### config.mk
export PLATFORM = sky130hd
export DESIGN_NAME = pad_tile_sequencer
export DESIGN_NICKNAME = d
export VERILOG_FILES = /design/src/rtl/pad_tile_sequencer.sv
export SDC_FILE = /design/constraint.sdc
export NUM_CORES = 1
export LEC_CHECK = 0
export ABC_AREA = 0
export CAP_MARGIN = 40
export CORE_MARGIN = 1.5
export CORE_UTILIZATION = 46
export CTS_CLUSTER_SIZE = 14
export DETAILED_ROUTE_END_ITERATION = 7
export PLACE_DENSITY = 0.78
export SLEW_MARGIN = 15
export SYNTH_ARGS = -nofsm -noshare
export SYNTH_HDL_FRONTEND = slang
export SYNTH_SLANG_ARGS = --single-unit
### constraint.sdc
create_clock -name clk -period 2.7 [get_ports clk]
set_input_delay 0.54 -clock clk [delete_from_list [all_inputs] [get_ports clk]]
set_output_delay 0.54 -clock clk [all_outputs]
set_load 0.02 [all_outputs]
### src/rtl/pad_tile_sequencer.sv
// Walks pad_unit across a tiled feature map in raster order, deriving border pads per tile.
// Optional PAD_SEQ_PERF_EN adds the perf_stall_cycles stall counter output.
module pad_tile_sequencer #(
  parameter int CNT_W   = 8,
  parameter int OUT_DIM = 10,
  parameter int TILE    = 8
) (
  input  logic               clk,
  input  logic               rst_n,
  input  logic               job_start,
  input  logic [CNT_W-1:0]   job_tiles_h,
  input  logic [CNT_W-1:0]   job_tiles_w,
  input  logic [3:0]         cfg_pad_top,
  input  logic [3:0]         cfg_pad_bottom,
  input  logic [3:0]         cfg_pad_left,
  input  logic [3:0]         cfg_pad_right,
  input  logic [15:0]        cfg_pad_value,
  input  logic               job_abort,
  output logic               busy,
  output logic               job_done,
  output logic               job_err,
  output logic               job_aborted,
  output logic [CNT_W-1:0]   tile_row,
  output logic [CNT_W-1:0]   tile_col,
  output logic               tile_req,
  input  logic               tile_ack,
  output logic               pu_valid_in,
  input  logic               pu_ready_in,
  output logic [3:0]         pu_pad_top,
  output logic [3:0]         pu_pad_bottom,
  output logic [3:0]         pu_pad_left,
  output logic [3:0]         pu_pad_right,
  output logic [15:0]        pu_pad_value,
  input  logic               pu_valid_out,
  output logic               pu_ready_out,
  output logic               sink_valid,
  input  logic               sink_ready,
`ifdef PAD_SEQ_PERF_EN
  output logic [31:0]        perf_stall_cycles,
`endif
  output logic [2*CNT_W-1:0] tiles_done
);

  localparam int PAD_BUDGET = OUT_DIM - TILE;
  localparam int TD_W       = 2 * CNT_W;

  typedef enum logic [2:0] {
    IDLE,
    FETCH,
    ISSUE,
    WAIT_OUT,
    DONE
  } state_t;

  state_t state, state_nxt;

  logic [CNT_W-1:0] job_h, job_h_nxt;
  logic [CNT_W-1:0] job_w, job_w_nxt;
  logic [3:0]       cfg_top, cfg_top_nxt;
  logic [3:0]       cfg_bottom, cfg_bottom_nxt;
  logic [3:0]       cfg_left, cfg_left_nxt;
  logic [3:0]       cfg_right, cfg_right_nxt;
  logic [15:0]      cfg_value, cfg_value_nxt;

  logic             busy_nxt, job_done_nxt, job_err_nxt, job_aborted_nxt;
  logic [CNT_W-1:0] tile_row_nxt, tile_col_nxt;
  logic             tile_req_nxt, pu_valid_in_nxt;
  logic [3:0]       pad_top_nxt, pad_bottom_nxt, pad_left_nxt, pad_right_nxt;
  logic [15:0]      pad_value_nxt;
  logic [TD_W-1:0]  tiles_done_nxt;

  logic [4:0] sum_tb, sum_lr;
  logic       cfg_bad, last_row, last_col, out_hs;

  assign sum_tb   = {1'b0, cfg_pad_top} + {1'b0, cfg_pad_bottom};
  assign sum_lr   = {1'b0, cfg_pad_left} + {1'b0, cfg_pad_right};
  assign cfg_bad  = (sum_tb > 5'(PAD_BUDGET)) || (sum_lr > 5'(PAD_BUDGET));
  assign last_row = (tile_row == job_h - CNT_W'(1));
  assign last_col = (tile_col == job_w - CNT_W'(1));
  assign out_hs   = pu_valid_out && sink_ready;

  assign pu_ready_out = (state == WAIT_OUT) && sink_ready;
  assign sink_valid   = pu_valid_out;

`ifdef PAD_SEQ_PERF_EN
  logic [31:0] perf_nxt;
  logic        stall;

  assign stall = busy && ((tile_req && !tile_ack) ||
                          (pu_valid_in && !pu_ready_in) ||
                          (pu_valid_out && !sink_ready));

  always_comb begin
    perf_nxt = perf_stall_cycles;
    if (state == IDLE && job_start) begin
      perf_nxt = '0;
    end else if (stall && perf_stall_cycles != '1) begin
      perf_nxt = perf_stall_cycles + 32'd1;
    end
  end

  always_ff @(posedge clk or negedge rst_n) begin
    if (!rst_n) begin
      perf_stall_cycles <= '0;
    end else begin
      perf_stall_cycles <= perf_nxt;
    end
  end
`endif

  always_comb begin
    state_nxt       = state;
    job_h_nxt       = job_h;
    job_w_nxt       = job_w;
    cfg_top_nxt     = cfg_top;
    cfg_bottom_nxt  = cfg_bottom;
    cfg_left_nxt    = cfg_left;
    cfg_right_nxt   = cfg_right;
    cfg_value_nxt   = cfg_value;
    busy_nxt        = busy;
    job_done_nxt    = 1'b0;
    job_err_nxt     = 1'b0;
    job_aborted_nxt = 1'b0;
    tile_row_nxt    = tile_row;
    tile_col_nxt    = tile_col;
    tile_req_nxt    = tile_req;
    pu_valid_in_nxt = pu_valid_in;
    pad_top_nxt     = pu_pad_top;
    pad_bottom_nxt  = pu_pad_bottom;
    pad_left_nxt    = pu_pad_left;
    pad_right_nxt   = pu_pad_right;
    pad_value_nxt   = pu_pad_value;
    tiles_done_nxt  = tiles_done;

    unique case (state)
      IDLE: begin
        if (job_start) begin
          job_h_nxt      = job_tiles_h;
          job_w_nxt      = job_tiles_w;
          cfg_top_nxt    = cfg_pad_top;
          cfg_bottom_nxt = cfg_pad_bottom;
          cfg_left_nxt   = cfg_pad_left;
          cfg_right_nxt  = cfg_pad_right;
          cfg_value_nxt  = cfg_pad_value;
          tiles_done_nxt = '0;
          if (cfg_bad) begin
            job_err_nxt = 1'b1;
          end else if (job_tiles_h == '0 || job_tiles_w == '0) begin
            state_nxt    = DONE;
            job_done_nxt = 1'b1;
          end else begin
            tile_row_nxt = '0;
            tile_col_nxt = '0;
            busy_nxt     = 1'b1;
            tile_req_nxt = 1'b1;
            state_nxt    = FETCH;
          end
        end
      end

      FETCH: begin
        // Pads are refreshed every FETCH cycle and frozen once the tile is issued.
        pad_top_nxt    = (tile_row == '0) ? cfg_top : '0;
        pad_bottom_nxt = last_row ? cfg_bottom : '0;
        pad_left_nxt   = (tile_col == '0) ? cfg_left : '0;
        pad_right_nxt  = last_col ? cfg_right : '0;
        pad_value_nxt  = cfg_value;
        if (tile_ack) begin
          pu_valid_in_nxt = 1'b1;
          state_nxt       = ISSUE;
        end
      end

      ISSUE: begin
        if (pu_valid_in && pu_ready_in) begin
          tile_req_nxt    = 1'b0;
          pu_valid_in_nxt = 1'b0;
          state_nxt       = WAIT_OUT;
        end
      end

      WAIT_OUT: begin
        if (out_hs) begin
          tiles_done_nxt = tiles_done + TD_W'(1);
          if (last_row && last_col) begin
            busy_nxt     = 1'b0;
            job_done_nxt = 1'b1;
            state_nxt    = DONE;
          end else begin
            if (last_col) begin
              tile_col_nxt = '0;
              tile_row_nxt = tile_row + CNT_W'(1);
            end else begin
              tile_col_nxt = tile_col + CNT_W'(1);
            end
            tile_req_nxt = 1'b1;
            state_nxt    = FETCH;
          end
        end
      end

      DONE: begin
        state_nxt = IDLE;
      end

      default: begin
        state_nxt = IDLE;
      end
    endcase

    // Abort overrides whatever the state logic decided, including a completing handshake.
    if (job_abort && state != IDLE) begin
      state_nxt       = IDLE;
      busy_nxt        = 1'b0;
      tile_req_nxt    = 1'b0;
      pu_valid_in_nxt = 1'b0;
      job_done_nxt    = 1'b0;
      job_aborted_nxt = 1'b1;
      tiles_done_nxt  = tiles_done;
      tile_row_nxt    = tile_row;
      tile_col_nxt    = tile_col;
    end
  end

  always_ff @(posedge clk or negedge rst_n) begin
    if (!rst_n) begin
      state         <= IDLE;
      job_h         <= '0;
      job_w         <= '0;
      cfg_top       <= '0;
      cfg_bottom    <= '0;
      cfg_left      <= '0;
      cfg_right     <= '0;
      cfg_value     <= '0;
      busy          <= 1'b0;
      job_done      <= 1'b0;
      job_err       <= 1'b0;
      job_aborted   <= 1'b0;
      tile_row      <= '0;
      tile_col      <= '0;
      tile_req      <= 1'b0;
      pu_valid_in   <= 1'b0;
      pu_pad_top    <= '0;
      pu_pad_bottom <= '0;
      pu_pad_left   <= '0;
      pu_pad_right  <= '0;
      pu_pad_value  <= '0;
      tiles_done    <= '0;
    end else begin
      state         <= state_nxt;
      job_h         <= job_h_nxt;
      job_w         <= job_w_nxt;
      cfg_top       <= cfg_top_nxt;
      cfg_bottom    <= cfg_bottom_nxt;
      cfg_left      <= cfg_left_nxt;
      cfg_right     <= cfg_right_nxt;
      cfg_value     <= cfg_value_nxt;
      busy          <= busy_nxt;
      job_done      <= job_done_nxt;
      job_err       <= job_err_nxt;
      job_aborted   <= job_aborted_nxt;
      tile_row      <= tile_row_nxt;
      tile_col      <= tile_col_nxt;
      tile_req      <= tile_req_nxt;
      pu_valid_in   <= pu_valid_in_nxt;
      pu_pad_top    <= pad_top_nxt;
      pu_pad_bottom <= pad_bottom_nxt;
      pu_pad_left   <= pad_left_nxt;
      pu_pad_right  <= pad_right_nxt;
      pu_pad_value  <= pad_value_nxt;
      tiles_done    <= tiles_done_nxt;
    end
  end

endmodule

After elaboration in Yosys (flattened, before gate mapping):

Index checks and enable logic that the tools add are counted.
Widths: inputs -> output; s select.

* output and inout port bits: 72
* logic and storage cells: 129
* latch bits: 0
* bits in read-only memories: 0
* RAM bits: 0
* memories: 0
* bits in registers: 121

* reduce and logical (&&, ||, !) cells: 25
* order comparisons: 2
* muxes and demuxes: 53
* multipliers: 0
* div/mod/pow operators: 0
* equality and inequality tests: 19
* $add $sub $neg: 7
* shifts and indexed selects: 0
* bitwise gates (word level): 1

Operator list (count)
* $mux 8: 9
* $logic_not 8->1: 4
* $mux 16: 2
* $pmux 16 s2: 1
* $pmux 8 s2: 2
* $mux 3: 8
* $mux 1: 22
* $add 16x1->16 const B: 1
* $add 8x1->8 const B: 2
* $eq 8x8->1: 2
* $mux 4: 4
* $sub 8x1->8 const B: 2
* $ne 3x3->1 const B: 5
* $reduce_and 7->1: 2
* $ne 2x2->1 const B: 6
* $pmux 3 s4: 1
* $add 4x4->5: 2
* $gt 5x2->1 const B: 2
* $reduce_bool 3->1: 3
* $reduce_and 8->1: 1
* $eq 3x2->1 const B: 2
* $ne 3x2->1 const B: 2
* $pmux 1 s2: 3
* $reduce_and 6->1: 1
* other kinds (13): 18

Depth between registers and ports, before layout:

* depth after elaboration: 7
* depth in mapped cells: 11

Least setup slack after synthesis:

OpenSTA, ideal clock, no wires.

* kind: input to register
* start point: in cfg_pad_top[0]
* end point: reg tile_col[6]
* library setup time: 78 ps
* buffers on the path: 1
* path slack: -120 ps
* arrival: 2742 ps
* data required time: 2622 ps
* stages on the path: 10
* path through: ha_1 fa_1 a22oi_1 nand4_1 nor2_1 nand3_1 a21o_1 clkbuf_1 or4_1 a21oi_1

* word-level cells in the longest chain between the ends: 5

RTL lines
* start: declaration: RTL line 13 `input logic [3:0] cfg_pad_top,`
* $add 4x4->5: RTL line 75 `assign sum_tb = {1'b0, cfg_pad_top} + {1'b0, cfg_pad_bottom};`
* $gt 5x2->1: RTL line 77 `assign cfg_bad = (sum_tb > 5'(PAD_BUDGET)) || (sum_lr > 5'(PAD_BUDGET));`
* $logic_or 1x1->1: RTL line 77
* $ne 2x2->1 (no line)
* $reduce_and 7->1 (no line)
* end signal: assignment: RTL line 263 `tile_col <= tile_col_nxt;`
* end: declaration: RTL line 24 `output logic [CNT_W-1:0] tile_col,`

No other way between the ends.
A chain may end at the register's enable or synchronous reset.

Worst setup path after layout:

* start point: reg job_w[3]
* end point: reg tile_row[2]

* word-level cells in the longest chain between the ends: 5
* elaborated cells on any way between the ends: 6
* classes of those cells: 1 x add/sub; 3 x eq/ne; 2 x reduce/logical

RTL lines
* start: declaration: RTL line 58 `logic [CNT_W-1:0] job_w, job_w_nxt;`
* start signal: assignment: RTL line 252 `job_w <= job_w_nxt;`
* $sub 8x1->8 (*): RTL line 79 `assign last_col = (tile_col == job_w - CNT_W'(1));`
* $eq 8x8->1 (*): RTL line 79
* $logic_and 1x1->1: RTL line 185 `if (last_row && last_col) begin`
* $ne 2x2->1 (no line)
* $reduce_and 8->1 (no line) (*)
* end signal: assignment: RTL line 262 `tile_row <= tile_row_nxt;`
* end: declaration: RTL line 23 `output logic [CNT_W-1:0] tile_row,`

Mark *: on every way between the ends. The rest lies on a longest branch, timed or not.

==> summary.md <==
| Metric | Value |
|---|---|
| Mapped Area | approximately 0.0060 sq mm |
| Htree depth | 4 |
| Clk Latency, worst-skew pair | between 0.4 and 0.5 ns |
| DP Cell Count | 998 |
| Top_reg_cell synth | dfrtp_1 |
| Sequential fraction of the synthesis area | 0.501 |
| Fin crit period | 2.68 ns |
| FF+latch count, synth | about 120 |
| Worst Path Class, Setup | reg2reg |
| Syn-to-layout area delta | 42.6% |
| Vias in the first global route | 5,663 |
| Cts bufs inserted | 17 |
| Worst path bufs/invs | 2 |
| First-pass GRT wire length | about 28 mm |
| Critical path's top delay family | compound AO/OA/AOI/OAI gates |
| Starting Density | 0.475 |
| Avg WL per Cell | between 15 and 20 um |
| Die height | 118 um |
| CP arrival | 2.99 ns |
| Number of max-cap violations | 0 |
| Distinct cells, synth | 55 |
| Clock sink count | roughly 120 |
| Cts hold-fix bufs | 0 |
| Critical path endpoint category | flip-flop |
| VDD IR max | 0.000518 V |
| Root buf cell | clkbuf_16 |
| Reg-to-Reg End | tile_row[2] |
| Syn Nets | around 750 |
| Rel. slew slack | 0.597 |
| Syn Inst Count | roughly 680 |
| Syn Area/Cell | just under 9 sq um |
| Final setup viols | 0 |
| Routed wire length | between 15 and 20 mm |
| Hold crit path type | in2async |
| Largest stage delay, worst path | roughly 0.56 ns |
| Layout Nets | about 900 |
| CTS clk-pin slew, worst paths | about 0.06 ns |
| Tot GR Track Use | 0.255 |
| Achievable clock frequency | 373 MHz |
| CTS tree | yes |
| # fillers | 990 |
| Status | complete, no violations |
| Core footprint | around 0.013 sq mm |
| PwrDens | just under 1000 mW/mm^2 |
| EDFF count, synth | 0 |
| Initial antenna violation count | 0 |
| RR Startpoint | job_w[3] |
| Critical Path RT | about 3.0 ns |
| Ant. Diodes | 0 |
| Drt drc | 0 |
| Synth Warn # | 0 |
| Critical Path, Cell by Cell | buf_6, xor2_2, xnor2_1, nand4b_1, or4_4, a221o_1, buf_6, o31a_1, o21a_1 |
| Crit share post-route | 0.993 |
| Static Leakage | about 4 nW |
| Slew @ Worst Pin | around 0.6 ns |
| DP Area | just under 0.008 sq mm |
| Total power | roughly 0.0083 W |
| Die Wd | about 120 um |
| Via Count | 5,600 |
| Ys async rst share | 1.00 |
| DIE AREA | 0.0138 sq mm |
| Row count | 41 |
| Final ANT Viol Nets | 0 |
| IO Pins | between 100 and 150 |
| Worst Hold Slack | between 0.05 and 0.06 ns |
| Finished Core Util | 0.678 |
| Crit path max fanout | 8 |
| Largest net degree at the start of global routing | 47 |
| Final Hold Fails | 0 |
| Gr ovfl total | 0 |
| Clk buf depth | 2 |
| Non-Filler Instances | ~1,000 |
| Final Skew | approximately 0.011 ns |
| Most frequent cell on the critical path | buf_6 |
| Post-DP HPWL | between 10 and 15 mm |
| CP Launch Type | flip-flop |
| Vias/cell | about 5.4 |
| Initial drt markers | 413 |
| Gpl congestion | around 0.88 |
| Final instance area | between 0.008 and 0.009 sq mm |
| Drt pass-1 iters | 5 |
| R2R cell count | 9 |
| Fraction of layout cells with a size suffix above 1 | 0.159 |
| R2R Setup Slk | around 0.018 ns |
| Pins Over Slew Limit | 0 |
| I/O Buffers | ~130 |
| RSZ-0062 raised after global routing | yes |
| Critical path's slowest cell | or4_4 |
==> logic make-up after synthesis <==
kind of cell | after synthesis | share of synthesized area
AND/OR/NAND/NOR | 375 | 0.286
buffers and inverters | 52 | 0.0345
adder cells (fa/ha/maj) | 17 | 0.0377
flip-flops | 121 | 0.501
multiplexers | 9 | 0.0149
XOR/XNOR | 31 | 0.0449
AO/OA/AOI/OAI | 73 | 0.0813
==> cells in the final DEF, fill, tap and decap left out, types with 16 or more instances in the layout <==
master	instances
nand2_1	231
nand3_1	16
inv_1	17
buf_4	58
clkbuf_16	17
dfrtp_1	119
a21oi_1	16
nor2_1	34
clkdlybuf4s50_1	116
xnor2_1	19
==> repair_timing <==
action | CTS | global route
pin swaps | 10 | 15
resized for setup | 22 | 29
setup buffers | 4 | 5
endpoints found under the setup margin | 19 | 18
==> layer usage <==
layer	vias to the layer above	track usage	share of wire
met3	52	0.0644	0.058
met2	219	0.432	0.50
met4	0	0.131	0.041
met5	-	0	0
met1	2696	0.299	0.41
li1	2633	-	-
==> worst max path at each step <==
stage                                 start          end  slack [ns]  cells past startpoint
final                              job_w[3]  tile_row[2]        0.02                      9
after global routing               job_w[0]  tile_col[6]       -0.07                     11
after CTS                          job_w[3]  tile_row[2]       0.004                      9
after detailed placement  cfg_pad_bottom[0]     state[0]       -0.84                     10
after global placement       cfg_pad_top[0]     state[0]       -0.72                     10
after floorplan             cfg_pad_left[0]  tile_col[6]       -0.01                     10
==> area by class of cell <==
cell class	instances	area (sq um)	share of cell area
Tap cell	172	215	0.0250
Clock inverter	12	101	0.0118
Sequential cell	121	3030	0.351
Multi-Input combinational cell	505	2980	0.346
Clock buffer	20	447	0.0518
Timing Repair Buffer	190	1770	0.206
Inverter	19	71.3	0.00827
==> metrics by stage <==
step	setup slack, ns	TNS [ns]
finish	0.0183	0
detailed placement	-0.835	-14.20
global route	-0.0669	-0.552
CTS	0.00426	0
floorplan	-0.0143	-0.0143
global placement	-0.722	-12.42
==> synth_stat cells, drive strengths merged (3+ instances only) <==
| cell | number | area [sq um] |
|---|---|---|
| o21ai | 17 | 85.1 |
| o31a | 3 | 26.3 |
| a21oi | 18 | 90.1 |
| nor4 | 9 | 56.3 |
| nand2b | 10 | 62.6 |
| and2 | 4 | 25.0 |
| clkbuf | 23 | 86.3 |
| and4 | 3 | 26.3 |
| mux2i | 9 | 90.1 |
| a31oi | 3 | 18.8 |
| ha | 15 | 188 |
| nor3 | 16 | 115 |
| nand2 | 232 | 871 |
| nor4b | 3 | 41.3 |
| nand3 | 17 | 85.1 |
| nand4 | 12 | 75.1 |
| o31ai | 7 | 52.6 |
| and3 | 9 | 56.3 |
| nor2 | 38 | 150 |
| dfrtp | 121 | 3030 |
| nor2b | 3 | 18.8 |
| xnor2 | 19 | 166 |
| or4 | 9 | 67.6 |
| a2bb2oi | 3 | 26.3 |
| a22o | 8 | 70.1 |
| buf | 10 | 51.3 |
| xor2 | 12 | 105 |
| inv | 19 | 71.3 |
==> power breakdown <==
group	total, W	internal (W)	switching [W]
clock network	0.00211	0.00128	0.000831
registers	0.00286	0.00240	0.000466
logic	0.00333	0.00151	0.00182
total	0.00831	0.00519	0.00312
==> worst register-to-register path, cell delays in order, from the launching register on <==
cell and delay (ns):
dfrtp_2 0.47, buf_6 0.15, xor2_2 0.14, xnor2_1 0.13, nand4b_1 0.14, or4_4 0.56
a221o_1 0.40, buf_6 0.17, o31a_1 0.24, o21a_1 0.16
==> state kept, by name, indices dropped and copies added (netlist names), 8 cells and up <==
name,cells
cfg_value,16
pu_pad_value,16
tiles_done,16
job_h,8
job_w,8
tile_col,8
tile_row,8
No activity file was read; power rests on OpenSTA's default activity.
